$ cat src/rtl/read_bus_arbiter_pkg.sv
// ============================================================================
// read_bus_arbiter_pkg : shared widths, FSM encoding and helpers for the
//                        read_bus_arbiter slice.
// Revision: 1.0
// ============================================================================
`default_nettype none

package read_bus_arbiter_pkg;

  localparam int M_NUM  = 4;
  localparam int M_ID_W = 2;
  localparam int ID_W   = 4;
  localparam int ADDR_W = 32;

  typedef enum logic [0:0] {
    ST_IDLE  = 1'b0,
    ST_GRANT = 1'b1
  } state_t;

  function automatic logic [M_ID_W-1:0] onehot_to_idx(input logic [M_NUM-1:0] oh);
    logic [M_ID_W-1:0] idx;
    idx = '0;
    for (int i = 0; i < M_NUM; i++) begin
      if (oh[i]) idx = M_ID_W'(i);
    end
    return idx;
  endfunction

endpackage

`default_nettype wire

$ cat src/rtl/read_bus_arbiter_rr_pick4.sv
// ============================================================================
// rr_pick4 : combinational round-robin picker, first requester at or after ptr.
// Revision: 1.0
// ============================================================================
`default_nettype none

module rr_pick4
  import read_bus_arbiter_pkg::*;
(
  input  logic [M_NUM-1:0]  req,
  input  logic [M_ID_W-1:0] ptr,
  output logic [M_NUM-1:0]  grant,
  output logic              found
);

  logic [M_ID_W-1:0] w_idx;

  always_comb begin
    grant = '0;
    found = 1'b0;
    w_idx = '0;
    for (int k = 0; k < M_NUM; k++) begin
      // Index wraps naturally in M_ID_W bits, giving the modulo-4 search.
      w_idx = ptr + M_ID_W'(k);
      if (!found && req[w_idx]) begin
        grant[w_idx] = 1'b1;
        found        = 1'b1;
      end
    end
  end

endmodule

`default_nettype wire

$ cat src/rtl/read_bus_arbiter.sv
// ============================================================================
// read_bus_arbiter : round-robin AR-channel arbiter for four read managers
//                    with outstanding-burst cap and R-channel routing by ID.
// Revision: 1.0
// ============================================================================
`default_nettype none

module read_bus_arbiter
  import read_bus_arbiter_pkg::*;
#(
  parameter int MAX_OUTS = 4
) (
  input  logic                    clk,
  input  logic                    rst,
  input  logic [M_NUM-1:0]        req_rq,
  output logic [M_NUM-1:0]        gnt_rq,
  input  logic [M_NUM-1:0]        m_arvalid,
  output logic [M_NUM-1:0]        m_arready,
  input  logic [M_NUM*ID_W-1:0]   m_arid,
  input  logic [M_NUM*ADDR_W-1:0] m_araddr,
  output logic                    s_arvalid,
  input  logic                    s_arready,
  output logic [ID_W-1:0]         s_arid,
  output logic [ADDR_W-1:0]       s_araddr,
  input  logic                    s_rvalid,
  output logic                    s_rready,
  input  logic [ID_W-1:0]         s_rid,
  input  logic                    s_rlast,
  output logic [M_NUM-1:0]        m_rvalid,
  input  logic [M_NUM-1:0]        m_rready,
  output logic [3:0]              outs_cnt
);

  localparam logic [3:0] c_max_outs = 4'(MAX_OUTS);
  localparam logic [3:0] c_cnt_sat  = 4'hF;

  state_t            r_state;
  logic [M_NUM-1:0]  r_gnt;
  logic [M_ID_W-1:0] r_gnt_idx;
  logic [M_ID_W-1:0] r_rr_ptr;
  logic [3:0]        r_outs_cnt;

  logic [M_NUM-1:0]  w_pick_gnt;
  logic              w_pick_found;
  logic              w_granted;
  logic              w_ar_hs;
  logic              w_r_done;
  logic              w_release;
  logic [M_ID_W-1:0] w_rsel;
  logic              w_unused_rid;

  rr_pick4 u_pick (
    .req   (req_rq),
    .ptr   (r_rr_ptr),
    .grant (w_pick_gnt),
    .found (w_pick_found)
  );

  // AR mux: driven straight from the registered grant, no buffering.
  assign w_granted = (r_state == ST_GRANT);
  assign s_arvalid = w_granted & m_arvalid[r_gnt_idx];
  assign s_arid    = w_granted ? m_arid[r_gnt_idx*ID_W +: ID_W] : '0;
  assign s_araddr  = w_granted ? m_araddr[r_gnt_idx*ADDR_W +: ADDR_W] : '0;
  assign m_arready = (w_granted && s_arready) ? r_gnt : '0;

  assign w_ar_hs   = s_arvalid & s_arready;
  assign w_r_done  = s_rvalid & s_rready & s_rlast;
  assign w_release = w_granted & ~req_rq[r_gnt_idx] & ~m_arvalid[r_gnt_idx];

  assign gnt_rq    = r_gnt;
  assign outs_cnt  = r_outs_cnt;

  always_ff @(posedge clk) begin
    if (rst) begin
      r_state   <= ST_IDLE;
      r_gnt     <= '0;
      r_gnt_idx <= '0;
      r_rr_ptr  <= '0;
    end else begin
      case (r_state)
        ST_IDLE: begin
          if (w_pick_found && (r_outs_cnt < c_max_outs)) begin
            r_gnt     <= w_pick_gnt;
            r_gnt_idx <= onehot_to_idx(w_pick_gnt);
            r_state   <= ST_GRANT;
          end else begin
            r_gnt <= '0;
          end
        end
        ST_GRANT: begin
          if (w_ar_hs || w_release) begin
            r_gnt    <= '0;
            r_rr_ptr <= r_gnt_idx + 2'd1;
            r_state  <= ST_IDLE;
          end
        end
        default: begin
          r_gnt   <= '0;
          r_state <= ST_IDLE;
        end
      endcase
    end
  end

  // Saturating in both directions so a stray rlast can never wrap the count.
  always_ff @(posedge clk) begin
    if (rst) begin
      r_outs_cnt <= '0;
    end else if (w_ar_hs && !w_r_done && (r_outs_cnt != c_cnt_sat)) begin
      r_outs_cnt <= r_outs_cnt + 4'd1;
    end else if (!w_ar_hs && w_r_done && (r_outs_cnt != 4'd0)) begin
      r_outs_cnt <= r_outs_cnt - 4'd1;
    end
  end

  // R return path: upper ID bits carry the owning manager's index.
  assign w_rsel       = s_rid[ID_W-1 -: M_ID_W];
  assign s_rready     = m_rready[w_rsel];
  assign w_unused_rid = ^s_rid[ID_W-M_ID_W-1:0];

  generate
    for (genvar i = 0; i < M_NUM; i++) begin : g_rdemux
      assign m_rvalid[i] = s_rvalid & (w_rsel == M_ID_W'(i));
    end
  endgenerate

endmodule

`default_nettype wire

$ cat config.mk
export PLATFORM = sky130hd
export DESIGN_NAME = read_bus_arbiter
export DESIGN_NICKNAME = d
export VERILOG_FILES = /design/src/rtl/read_bus_arbiter_pkg.sv /design/src/rtl/read_bus_arbiter_rr_pick4.sv /design/src/rtl/read_bus_arbiter.sv
export SDC_FILE = /design/constraint.sdc
export NUM_CORES = 1
export LEC_CHECK = 0
export BUFFER_PORTS_ARGS = -buffer_cell sky130_fd_sc_hd__buf_2
export CORE_MARGIN = 8
export CORE_UTILIZATION = 30
export DETAILED_ROUTE_END_ITERATION = 12
export MAX_ROUTING_LAYER = met4
export PLACE_DENSITY = 0.67
export SLEW_MARGIN = 20
export SYNTH_ARGS = -nofsm -noshare
export SYNTH_HDL_FRONTEND = slang
export SYNTH_SLANG_ARGS = --single-unit
$ cat constraint.sdc
create_clock -name clk -period 3.7 [get_ports clk]
set_input_delay 0.74 -clock clk [delete_from_list [all_inputs] [get_ports clk]]
set_output_delay 0.74 -clock clk [all_outputs]
set_load 0.05 [all_outputs]
# Word level (Yosys, flattened, before mapping)
# Index checks and enable logic that the tools add are counted.
# word_totals
register_bits	13
out_inout_bits	54
word_cells	113
# op_classes
addsub	6
magnitude_cmp	11
eq_ne	5
shift	2
n_mux	44
n_bitwise	16
n_reduce_logical	24
# ops
op	count
$shiftx 128x8->32	1
$mux 4	10
$mux 32	1
$lt 2x3->1 const B	6
$mux 1	18
$shiftx 16x5->4	1
$bmux 1 s2	7
$logic_and 1x1->1	13
$or 4x4->4	3
$and 1x1->1	10
$demux 1 s2	4
$ge 2x1->1 const B	4
$pmux 4 s2	1
$logic_not 1->1	5
$add 2x1->2 const B	2
$add 2x2->2 const B	2
$add 4x1->4 const B	1
$eq 2x2->1 const B	2
$lt 4x3->1 const B	1
$mux 2	2
$ne 4x4->1 const B	1
$reduce_and 2->1	2
$reduce_bool 4->1	1
$sub 4x1->4 const B	1
7 further kinds	9

# Depth between registers and ports, before layout
# Gate-level depths: netlist of run 1.
# logic_depth
ltp_word	15
mapped_depth	10

# Cells and area by module
# Synthesis of run 1 repeated with hierarchy kept, for this count alone.
# unflattened
cells_unflattened	239
area_unflattened_um2	2458.6
# modules_own_cells
mod	n_inst	cells_per_inst	area_per_inst_um2
read_bus_arbiter	1	177	1964.4
rr_pick4	1	62	494.2

# Worst setup path before layout of run 1
# Ideal clock, no wire load.
# synth_path
path_kind	input port to flip-flop
startpoint	in s_rid[2]
endpoint	reg r_outs_cnt[3], in the netlist outs_cnt[3]
arrival_ps	2926
t_required_ps	3579
slack_ps	654
path_stages	9
path_cell_list	mux4_2 -> a31oi_1 -> nand2b_1 -> ha_1 -> a21o_1 -> a21oi_1 -> nand3_1 -> o21ai_1 -> mux2_2
# synth_via
elab_chain_cells	8
# synth_lines
item	line	text
start: declaration	read_bus_arbiter.sv:27	input logic [ID_W-1:0] s_rid,
$bmux 1 s2 (*)	read_bus_arbiter.sv:118	assign s_rready = m_rready[w_rsel];
$mux 1 (not written as such) (*)	read_bus_arbiter.sv:118	
$and 1x1->1 (*) (2 in a row)	read_bus_arbiter.sv:67	assign w_r_done = s_rvalid & s_rready & s_rlast;
$logic_not 1->1	read_bus_arbiter.sv:109	end else if (w_ar_hs && !w_r_done && (r_outs_cnt != c_cnt_sat)) begin
$logic_and 1x1->1 (2 in a row)	read_bus_arbiter.sv:109	
$mux 4 / $reduce_bool 2->1 (equally long branches)	-	
end signal: assignment	read_bus_arbiter.sv:110	r_outs_cnt <= r_outs_cnt + 4'd1;
end signal: assignment	read_bus_arbiter.sv:112	r_outs_cnt <= r_outs_cnt - 4'd1;
end: declaration	read_bus_arbiter.sv:41	logic [3:0] r_outs_cnt;
# Every way passes the cells marked *; elsewhere a longest branch is shown, timed or not. The select of a mux whose other input is x is not followed.
# A chain may end at the register's enable or synchronous reset.

# Final worst setup path of run 1
# Same ends and word-level chain as after synthesis.

==> results of run 1 <==
-- routing by layer --
| metal | vias up | GRT usage (%) |
|---|---|---|
| li1 | 1296 | - |
| met1 | 1330 | 19.6 |
| met2 | 140 | 32.3 |
| met3 | 8 | 2.89 |
| met4 | 0 | 2.96 |
| met5 | - | - |
-- per-stage QoR --
stage / power, mW / worst slack [ns] / cell area [µm²] / std cells
final: 2.18 / 0.757 / 3560 / 530
after global routing: 2.32 / 0.594 / 3560 / 530
after CTS: 2.20 / 0.741 / 3560 / 530
after detailed placement: 2.07 / 0.516 / 3510 / 526
after global placement: 2.04 / 0.614 / 3510 / 526
after floorplan: 1.67 / 0.654 / 2370 / 225
-- logic make-up (layout without fill, tap and decap cells) --
logic type,after synthesis,in the layout,share of synthesized area (%)
adders and majority gates,10,10,5.59
AOI/OAI and AO/OA,32,32,10.0
muxes,52,52,44.9
DFF,13,13,11.0
and+or+nand+nor,90,90,22.6
xor gates and xnor gates,3,3,1.11
buffers and inverters,25,228,4.80
-- registers in the layout, summed over array words and instances (netlist names) --
signal	count
gnt_rq	4
r_state	1
outs_cnt	4
r_gnt_idx	2
r_rr_ptr	2
-- how the worst max path moves through the flow --
stage | slack, ns | start | cells after the start | to
global placement | 0.61 | s_rid[2] | 10 | outs_cnt[3]
floorplan | 0.65 | s_rid[2] | 9 | outs_cnt[3]
CTS | 0.74 | r_gnt_idx[0] | 4 | s_araddr[13]
finish | 0.76 | s_rid[2] | 10 | outs_cnt[3]
detailed placement | 0.52 | s_rid[2] | 10 | outs_cnt[3]
global route | 0.59 | s_rid[2] | 10 | outs_cnt[3]
-- worst max-delay path, stage by stage --
cell	delay, ns
buf_2	0.12
mux4_2	0.52
a31oi_1	0.28
nand2b_1	0.18
ha_1	0.31
a21o_1	0.18
a21oi_1	0.20
nand3_1	0.10
o21ai_1	0.09
mux2_2	0.34
-- final cells by class --
cell class / count / area share, %
Inverter: 4 / 0.422
Timing Repair Buffer: 220 / 31.2
Clock buffer: 4 / 1.27
Tap cell: 102 / 3.59
Multi-Input combinational cell: 187 / 56.1
Sequential cell: 13 / 7.38
-- cells in the final DEF, fill, tap and decap left out, types with 3 or more instances in the layout --
cell	instances
a21oi_1	6
a31oi_1	4
and2_1	39
and3_1	8
buf_2	216
buf_4	4
clkbuf_8	3
dfxtp_1	11
ha_1	9
inv_1	4
mux2_2	3
mux2i_1	6
mux4_1	3
mux4_2	39
nand2_1	7
nand2b_1	5
nand3_1	5
nor2_1	9
xor2_1	3
-- power by group through the flow --
stage	logic (mW)	clock network, mW	registers [mW]
after CTS	1.85	0.131	0.227
after global routing	1.95	0.137	0.234
after global placement	1.81	0	0.228
final	1.83	0.127	0.227
after detailed placement	1.84	0	0.230
after floorplan	1.37	0	0.299
==> flow_metrics.env, run 1 <==
export IMPL_status="completed"
export IMPL_finalHoldViolations=0
export IMPL_rsz0062_at_grt="no"
export IMPL_seqPwrFrac_pct=10.4
export IMPL_grt_remaining_overflow=0
export IMPL_drv_cap=0
export IMPL_fin_nets=604
export IMPL_crit_type="primary input to flip-flop"
export IMPL_p_clk_share_pct=5.8
export IMPL_cts_tree="done"
export IMPL_clock_latency_ns=0.24
export IMPL_drive_gt1_share_pct=63.1
export IMPL_critPathRequiredTime_ns=3.83
export IMPL_synthTopCellsByCount="39 x and2_1, 39 x mux4_2, 13 x dfxtp_1"
export IMPL_cts_max_path_buffers=2
export IMPL_path_clk_slew_ns=0.06
export IMPL_numCtsBuffers=3
export IMPL_report_final_slew_viol_count=0
export IMPL_min_from="gnt_rq[2]"
export IMPL_async_reset_ff_share_pct=0
export IMPL_wl_per_cell_um=19.1
export IMPL_io_buffers=216
export IMPL_hold_class="flip-flop to flip-flop"
export IMPL_r2r_start="r_rr_ptr[1]"
export IMPL_r2r_cells=7
export IMPL_synth_edf_count=0
export IMPL_start_util_pct=30.9
export IMPL_via_count=2774
export IMPL_syn_avg_cell_area_um2=10.5
export IMPL_drtIter0Drc=113
export IMPL_syn2layout_area_growth_pct=50.1
export IMPL_synth_area_um2=2370
export IMPL_cts_root_buf="clkbuf_8"
export IMPL_synth_seq_cells=13
export IMPL_crit_path_start_kind="primary input"
export IMPL_vdd_ir_drop_max_mv=0.343
export IMPL_finalCritPeriodShare_pct=79.5
export IMPL_dr_wl_met3_um=696
export IMPL_power_switching_mw=1.21
export IMPL_power_density_nw_per_um2=613
export IMPL_firstDrtPassIters=4
export IMPL_seq_area_frac_synth_pct=11.0
export IMPL_ys_types=50
export IMPL_grt_first_pass_wirelength_um=15500
export IMPL_whs_ns=0.473
export IMPL_fillers=774
export IMPL_tightestPinTransition_ns=0.956
export IMPL_critPathCaptureType="flip-flop"
export IMPL_m1WireLength_um=3940
export IMPL_wl_um=10100
export IMPL_fin_skew_ns=0.00269
export IMPL_ios=219
export IMPL_die_x_um=105
export IMPL_syn_inst=225
export IMPL_max_freq_ghz=0.340
export IMPL_post_route_drc_count=0
export IMPL_period_minus_slack_ns=2.94
export IMPL_synth_area_leaders="mux4_2 37%, dfxtp_1 11%, and2_1 10%"
export IMPL_gp_congestion=0.912
export IMPL_core_um2=7690
export IMPL_switching_share_pct=55.3
export IMPL_max_slew_margin_pct=35.4
export IMPL_internal_power_uw=974
export IMPL_grtUsageTotal_pct=17.5
export IMPL_grt_pass1_vias=2828
export IMPL_reg2reg_slack_ns=0.92
export IMPL_post_cts_resized=0
export IMPL_dieArea_um2=11000
export IMPL_rows=32
export IMPL_die_height_um=105
export IMPL_yosysTopAreaCellShare_pct=37.0
export IMPL_clock_sinks=13
export IMPL_antenna_found_initial=0
export IMPL_power_leakage_nw=1.77
export IMPL_grt_max_degree=50
export IMPL_crit_fanout=5
export IMPL_power_frac_comb_pct=83.7
export IMPL_arrival_ns=3.08
export IMPL_worstHoldPathCells=2
export IMPL_tns_ns=0
export IMPL_ant_nets=0
export IMPL_r2r_end="r_gnt_idx[0]"
export IMPL_cts_max_level=1
export IMPL_holdPathEnd="gnt_rq[2]"
export IMPL_seq_area_um2=263
export IMPL_diodes=0
export IMPL_dr_wl_met2_um=5350
export IMPL_fin_util_pct=46.3
export IMPL_cts_hold_buffers_added=0
export IMPL_routed_top_layer="met4"
export IMPL_cts_setup_buffers=0
export IMPL_vias_per_cell=5.23
export IMPL_setup_viol=0
export IMPL_multi_input_area_um2=2000
export IMPL_synth_ff_type="dfxtp_1"
export IMPL_yosysTopAreaCell="mux4_2"
export IMPL_ys_warn_count=0
export IMPL_synth_nets=400
export IMPL_hpwl_um=8340
Note: power is estimated with default switching activity, not from simulation.
==> run 2: changes to the inputs <==
==> constraint.sdc (replaced) <==
create_clock -name clk -period 3 [get_ports clk]
set_input_delay 0.6 -clock clk [delete_from_list [all_inputs] [get_ports clk]]
set_output_delay 0.6 -clock clk [all_outputs]
set_load 0.05 [all_outputs]
==> run 2 against run 1 <==
Compared with the run above: setup slack got worse by 0.43 ns; wire length rose by 0.23%; worst hold slack better by 0.0049 ns; via count grew 0.72%; sequential power increased by 20%.
==> flow_metrics.env, run 2 (synthesis results as in run 1) <==
export IMPL_dp_cells=529
export IMPL_rows=32
export IMPL_drtIter0Drc=74
export IMPL_critPathRequiredTime_ns=3.13
export IMPL_seq_area_um2=263
export IMPL_max_freq_ghz=0.374
export IMPL_r2r_cells=9
export IMPL_multi_input_area_um2=2000
export IMPL_grt_max_degree=50
export IMPL_fin_util_pct=46.8
export IMPL_cts_max_level=1
export IMPL_clock_sinks=13
export IMPL_syn2layout_area_growth_pct=51.5
export IMPL_vdd_ir_drop_max_mv=0.323
export IMPL_wl_per_cell_um=19.0
export IMPL_finalCritPeriodShare_pct=89.0
export IMPL_layout_common_cells="216 x buf_2, 39 x mux4_2, 39 x and2_1"
export IMPL_period_minus_slack_ns=2.67
export IMPL_grtUsageTotal_pct=18.0
export IMPL_drv_cap=0
export IMPL_crit_type="primary input to flip-flop"
export IMPL_ios=219
export IMPL_post_route_cell_area_um2=3590
export IMPL_via_count=2794
export IMPL_grt_remaining_overflow=0
export IMPL_io_buffers=216
export IMPL_die_height_um=105
export IMPL_fillers=792
export IMPL_cts_setup_buffers=0
export IMPL_worstHoldPathCells=2
export IMPL_reg2reg_slack_ns=0.54
export IMPL_fin_nets=607
export IMPL_max_slew_margin_pct=65.0
export IMPL_numCtsBuffers=3
export IMPL_power_leakage_nw=1.79
export IMPL_arrival_ns=2.80
export IMPL_r2r_start="r_gnt_idx[0]"
export IMPL_die_x_um=105
export IMPL_setup_viol=0
export IMPL_fin_skew_ns=0.00267
export IMPL_crit_path_start_kind="primary input"
export IMPL_tightestPinTransition_ns=0.526
export IMPL_hpwl_um=8530
export IMPL_tns_ns=0
export IMPL_power_density_nw_per_um2=758
export IMPL_grt_first_pass_wirelength_um=16200
export IMPL_r2r_end="outs_cnt[3]"
export IMPL_dieArea_um2=11000
export IMPL_cts_max_path_buffers=2
export IMPL_cts_hold_buffers_added=0
export IMPL_dpl_cell_area_um2=3550
export IMPL_finalHoldViolations=0
export IMPL_crit_fanout=5
export IMPL_report_final_slew_viol_count=0
export IMPL_diodes=0
export IMPL_clock_latency_ns=0.24
export IMPL_drive_gt1_share_pct=63.3
export IMPL_start_util_pct=30.9
export IMPL_antenna_found_initial=0
export IMPL_critPathCaptureType="flip-flop"
export IMPL_status="completed"
export IMPL_cts_root_buf="clkbuf_8"
export IMPL_path_clk_slew_ns=0.06
export IMPL_grt_pass1_vias=3007
export IMPL_core_um2=7690
export IMPL_post_cts_resized=0
export IMPL_wl_um=10100
export IMPL_hold_class="flip-flop to flip-flop"
export IMPL_holdPathEnd="gnt_rq[2]"
export IMPL_instances_no_fill=533
export IMPL_post_route_drc_count=0
export IMPL_gp_congestion=0.893
export IMPL_cts_tree="done"
export IMPL_vias_per_cell=5.24
export IMPL_ant_nets=0
export IMPL_firstDrtPassIters=4
export IMPL_p_total_mw=2.72
export IMPL_rsz0062_at_grt="no"
export IMPL_min_from="gnt_rq[2]"
export IMPL_layout_commonest_cell="buf_2"
==> run 2: cell types whose count changed in the layout (fill, tap and decap cells not counted) <==
cell    before  now
buf_4        4    6
buf_12       0    1
==> run 2: worst max-delay path: stages <==
cell and delay (ns):
buf_2 0.12, mux4_2 0.52, a31oi_1 0.28, nand2b_1 0.13, buf_4 0.16, ha_1 0.30
a21oi_1 0.18, nand3_1 0.09, o21ai_1 0.09, mux2_2 0.34
==> run 2: final cells by class <==
class / count / share of cell area, %
Sequential cell: 13 / 7.31
Timing Repair Buffer: 223 / 31.9
Multi-Input combinational cell: 187 / 55.6
Inverter: 4 / 0.418
Clock buffer: 4 / 1.25
Tap cell: 102 / 3.55
==> run 2: where the power goes <==
part / internal, mW / switching, mW / leakage, nW
Clock: 0.0938 / 0.0644 / 0.0228
Combinational: 0.912 / 1.38 / 1.66
Sequential: 0.226 / 0.0461 / 0.107
Total: 1.23 / 1.49 / 1.79
==> run 2: how the worst max path moves through the flow <==
stage	start	end	slack [ns]	cells after the start
after floorplan	s_rid[2]	outs_cnt[3]	0.09	9
after global placement	s_rid[2]	outs_cnt[3]	0.14	10
after detailed placement	s_rid[2]	outs_cnt[3]	0.06	10
after CTS	s_rid[2]	outs_cnt[3]	0.31	10
after global routing	s_rid[2]	outs_cnt[3]	0.19	10
final	s_rid[2]	outs_cnt[3]	0.33	10
==> run 2: stage by stage <==
stage,hold slack [ns],worst slack [ns]
final,0.478,0.329
after CTS,0.481,0.315
after global routing,0.513,0.193
after global placement,0.469,0.142
after floorplan,0.584,0.0936
after detailed placement,0.472,0.0609
==> run 2: routing by layer <==
metal  track usage [%]  up-vias  part of all wire (%)
met5                 -        -                     0
met4              1.43        0                  0.42
met3              3.62        4                   6.4
met2              34.1      119                    54
met1              19.5     1367                    39
li1                  -     1304                     -
==> run 3: changes to the inputs <==
--- a/config.mk
+++ b/config.mk
@@ -6,7 +6,6 @@
 export NUM_CORES = 1
 export LEC_CHECK = 0
 export BUFFER_PORTS_ARGS = -buffer_cell sky130_fd_sc_hd__buf_2
-export CORE_MARGIN = 8
 export CORE_UTILIZATION = 30
 export DETAILED_ROUTE_END_ITERATION = 12
 export MAX_ROUTING_LAYER = met4
==> run 3 against run 2 <==
Compared with the run above: worst hold slack gained 0.0060 ns; die area shrank 25%; global-route usage grew 1.9 points; non-clock buffer count grew 1; sequential share of layout area is essentially flat; wire length shrank 18%; clock-buffer cell count shrank 1; first-iteration DRC count grew 18%; highest routed layer unchanged; register-to-register slack lost 0.03 ns.
==> flow_metrics.env, run 3 (synthesis results as in run 1) <==
export IMPL_status="completed"
export IMPL_seq_area_um2=263
export IMPL_grt_pass1_vias=2588
export IMPL_drv_cap=0
export IMPL_hpwl_um=6770
export IMPL_wl_um=8290
export IMPL_crit_path_start_kind="primary input"
export IMPL_numCtsBuffers=3
export IMPL_arrival_ns=2.80
export IMPL_fin_skew_ns=0.000762
export IMPL_dp_cells=530
export IMPL_max_freq_ghz=0.375
export IMPL_multi_input_area_um2=2000
export IMPL_core_um2=7690
export IMPL_vdd_ir_drop_max_mv=0.717
export IMPL_wl_per_cell_um=15.5
export IMPL_cts_max_level=1
export IMPL_p_total_mw=2.72
export IMPL_grt_max_degree=50
export IMPL_die_x_um=90.9
export IMPL_cts_setup_buffers=0
export IMPL_post_route_cell_area_um2=3600
export IMPL_drive_gt1_share_pct=63.7
export IMPL_finalHoldViolations=0
export IMPL_syn2layout_area_growth_pct=51.9
export IMPL_path_cells="buf_2, mux4_2, a31oi_1, nand2b_1, ha_1, a21o_1, a21oi_1, nand3_1, o21ai_1, mux2_2"
export IMPL_antenna_found_initial=0
export IMPL_fillers=770
export IMPL_start_util_pct=30.9
export IMPL_via_count=2739
export IMPL_drtIter0Drc=87
export IMPL_post_route_drc_count=0
export IMPL_gp_congestion=0.895
export IMPL_reg2reg_slack_ns=0.51
export IMPL_max_slew_margin_pct=73.3
export IMPL_cts_max_path_buffers=2
export IMPL_report_final_slew_viol_count=0
export IMPL_grt_first_pass_wirelength_um=13100
export IMPL_tightestPinTransition_ns=0.401
export IMPL_fin_nets=608
export IMPL_firstDrtPassIters=5
export IMPL_period_minus_slack_ns=2.67
export IMPL_ios=219
export IMPL_max_stage_delay_ns=0.52
export IMPL_layout_common_cells="216 x buf_2, 39 x mux4_2, 39 x and2_1"
export IMPL_post_cts_resized=0
export IMPL_crit_type="primary input to flip-flop"
export IMPL_tns_ns=0
export IMPL_vias_per_cell=5.13
export IMPL_layout_commonest_cell="buf_2"
export IMPL_finalCritPeriodShare_pct=88.9
export IMPL_clock_sinks=13
export IMPL_dpl_cell_area_um2=3560
export IMPL_power_leakage_nw=1.79
export IMPL_power_density_nw_per_um2=755
export IMPL_critPathCaptureType="flip-flop"
export IMPL_diodes=0
export IMPL_dieArea_um2=8270
export IMPL_cts_root_buf="clkbuf_8"
export IMPL_rows=32
export IMPL_grt_remaining_overflow=0
export IMPL_crit_fanout=5
export IMPL_rsz0062_at_grt="no"
export IMPL_cts_tree="done"
export IMPL_instances_no_fill=534
export IMPL_critPathRequiredTime_ns=3.14
export IMPL_cp_slowest_cell="mux4_2"
export IMPL_clock_latency_ns=0.25
export IMPL_setup_viol=0
export IMPL_grtUsageTotal_pct=19.9
export IMPL_path_clk_slew_ns=0.06
export IMPL_hold_class="flip-flop to flip-flop"
export IMPL_cts_hold_buffers_added=0
export IMPL_die_height_um=90.9
export IMPL_io_buffers=216
export IMPL_ant_nets=0
==> run 3: layout make-up <==
cell class | count | share of cell area (%)
Timing Repair Buffer | 224 | 32.0
Inverter | 4 | 0.417
Multi-Input combinational cell | 187 | 55.5
Clock buffer | 3 | 1.15
Tap cell | 102 | 3.54
Sequential cell | 13 | 7.29
Clock inverter | 1 | 0.139
==> run 3: routing by layer <==
metal / GRT usage (%) / share of wire, % / vias to the layer above
li1: - / - / 1307
met1: 26.1 / 41 / 1301
met2: 33.8 / 51 / 123
met3: 2.19 / 6.7 / 8
met4: 3.17 / 1.1 / 0
met5: - / 0 / -
==> run 3: critical path, delay by kind of cell <==
kind / cells / cell delay (ns)
AOI/OAI and AO/OA: 4 / 0.72
adders and majority gates: 1 / 0.29
buffers and inverters: 1 / 0.13
muxes: 2 / 0.86
and+or+nand+nor: 2 / 0.21
==> run 3: path summary, 6_finish.rpt <==
kind,from,endpoint,cells past startpoint
setup / recovery,s_rid[2],outs_cnt[3],10
hold / removal,gnt_rq[2],gnt_rq[2],2
setup reg to reg,r_gnt_idx[0],outs_cnt[3],9
hold reg to reg,gnt_rq[2],gnt_rq[2],2
==> run 3: power by group <==
part	switching [mW]	internal (mW)	total, mW
Combinational	1.37	0.917	2.28
Sequential	0.0494	0.227	0.276
Clock	0.0686	0.0919	0.160
Total	1.49	1.24	2.72
==> run 3: per-stage QoR <==
stage	worst slack, ns	hold WS [ns]	util [%]
finish	0.334	0.484	46.9
global placement	0.127	0.464	46.3
floorplan	0.0936	0.584	-
global route	0.165	0.524	46.9
detailed placement	0.0824	0.477	46.3
CTS	0.340	0.485	46.9
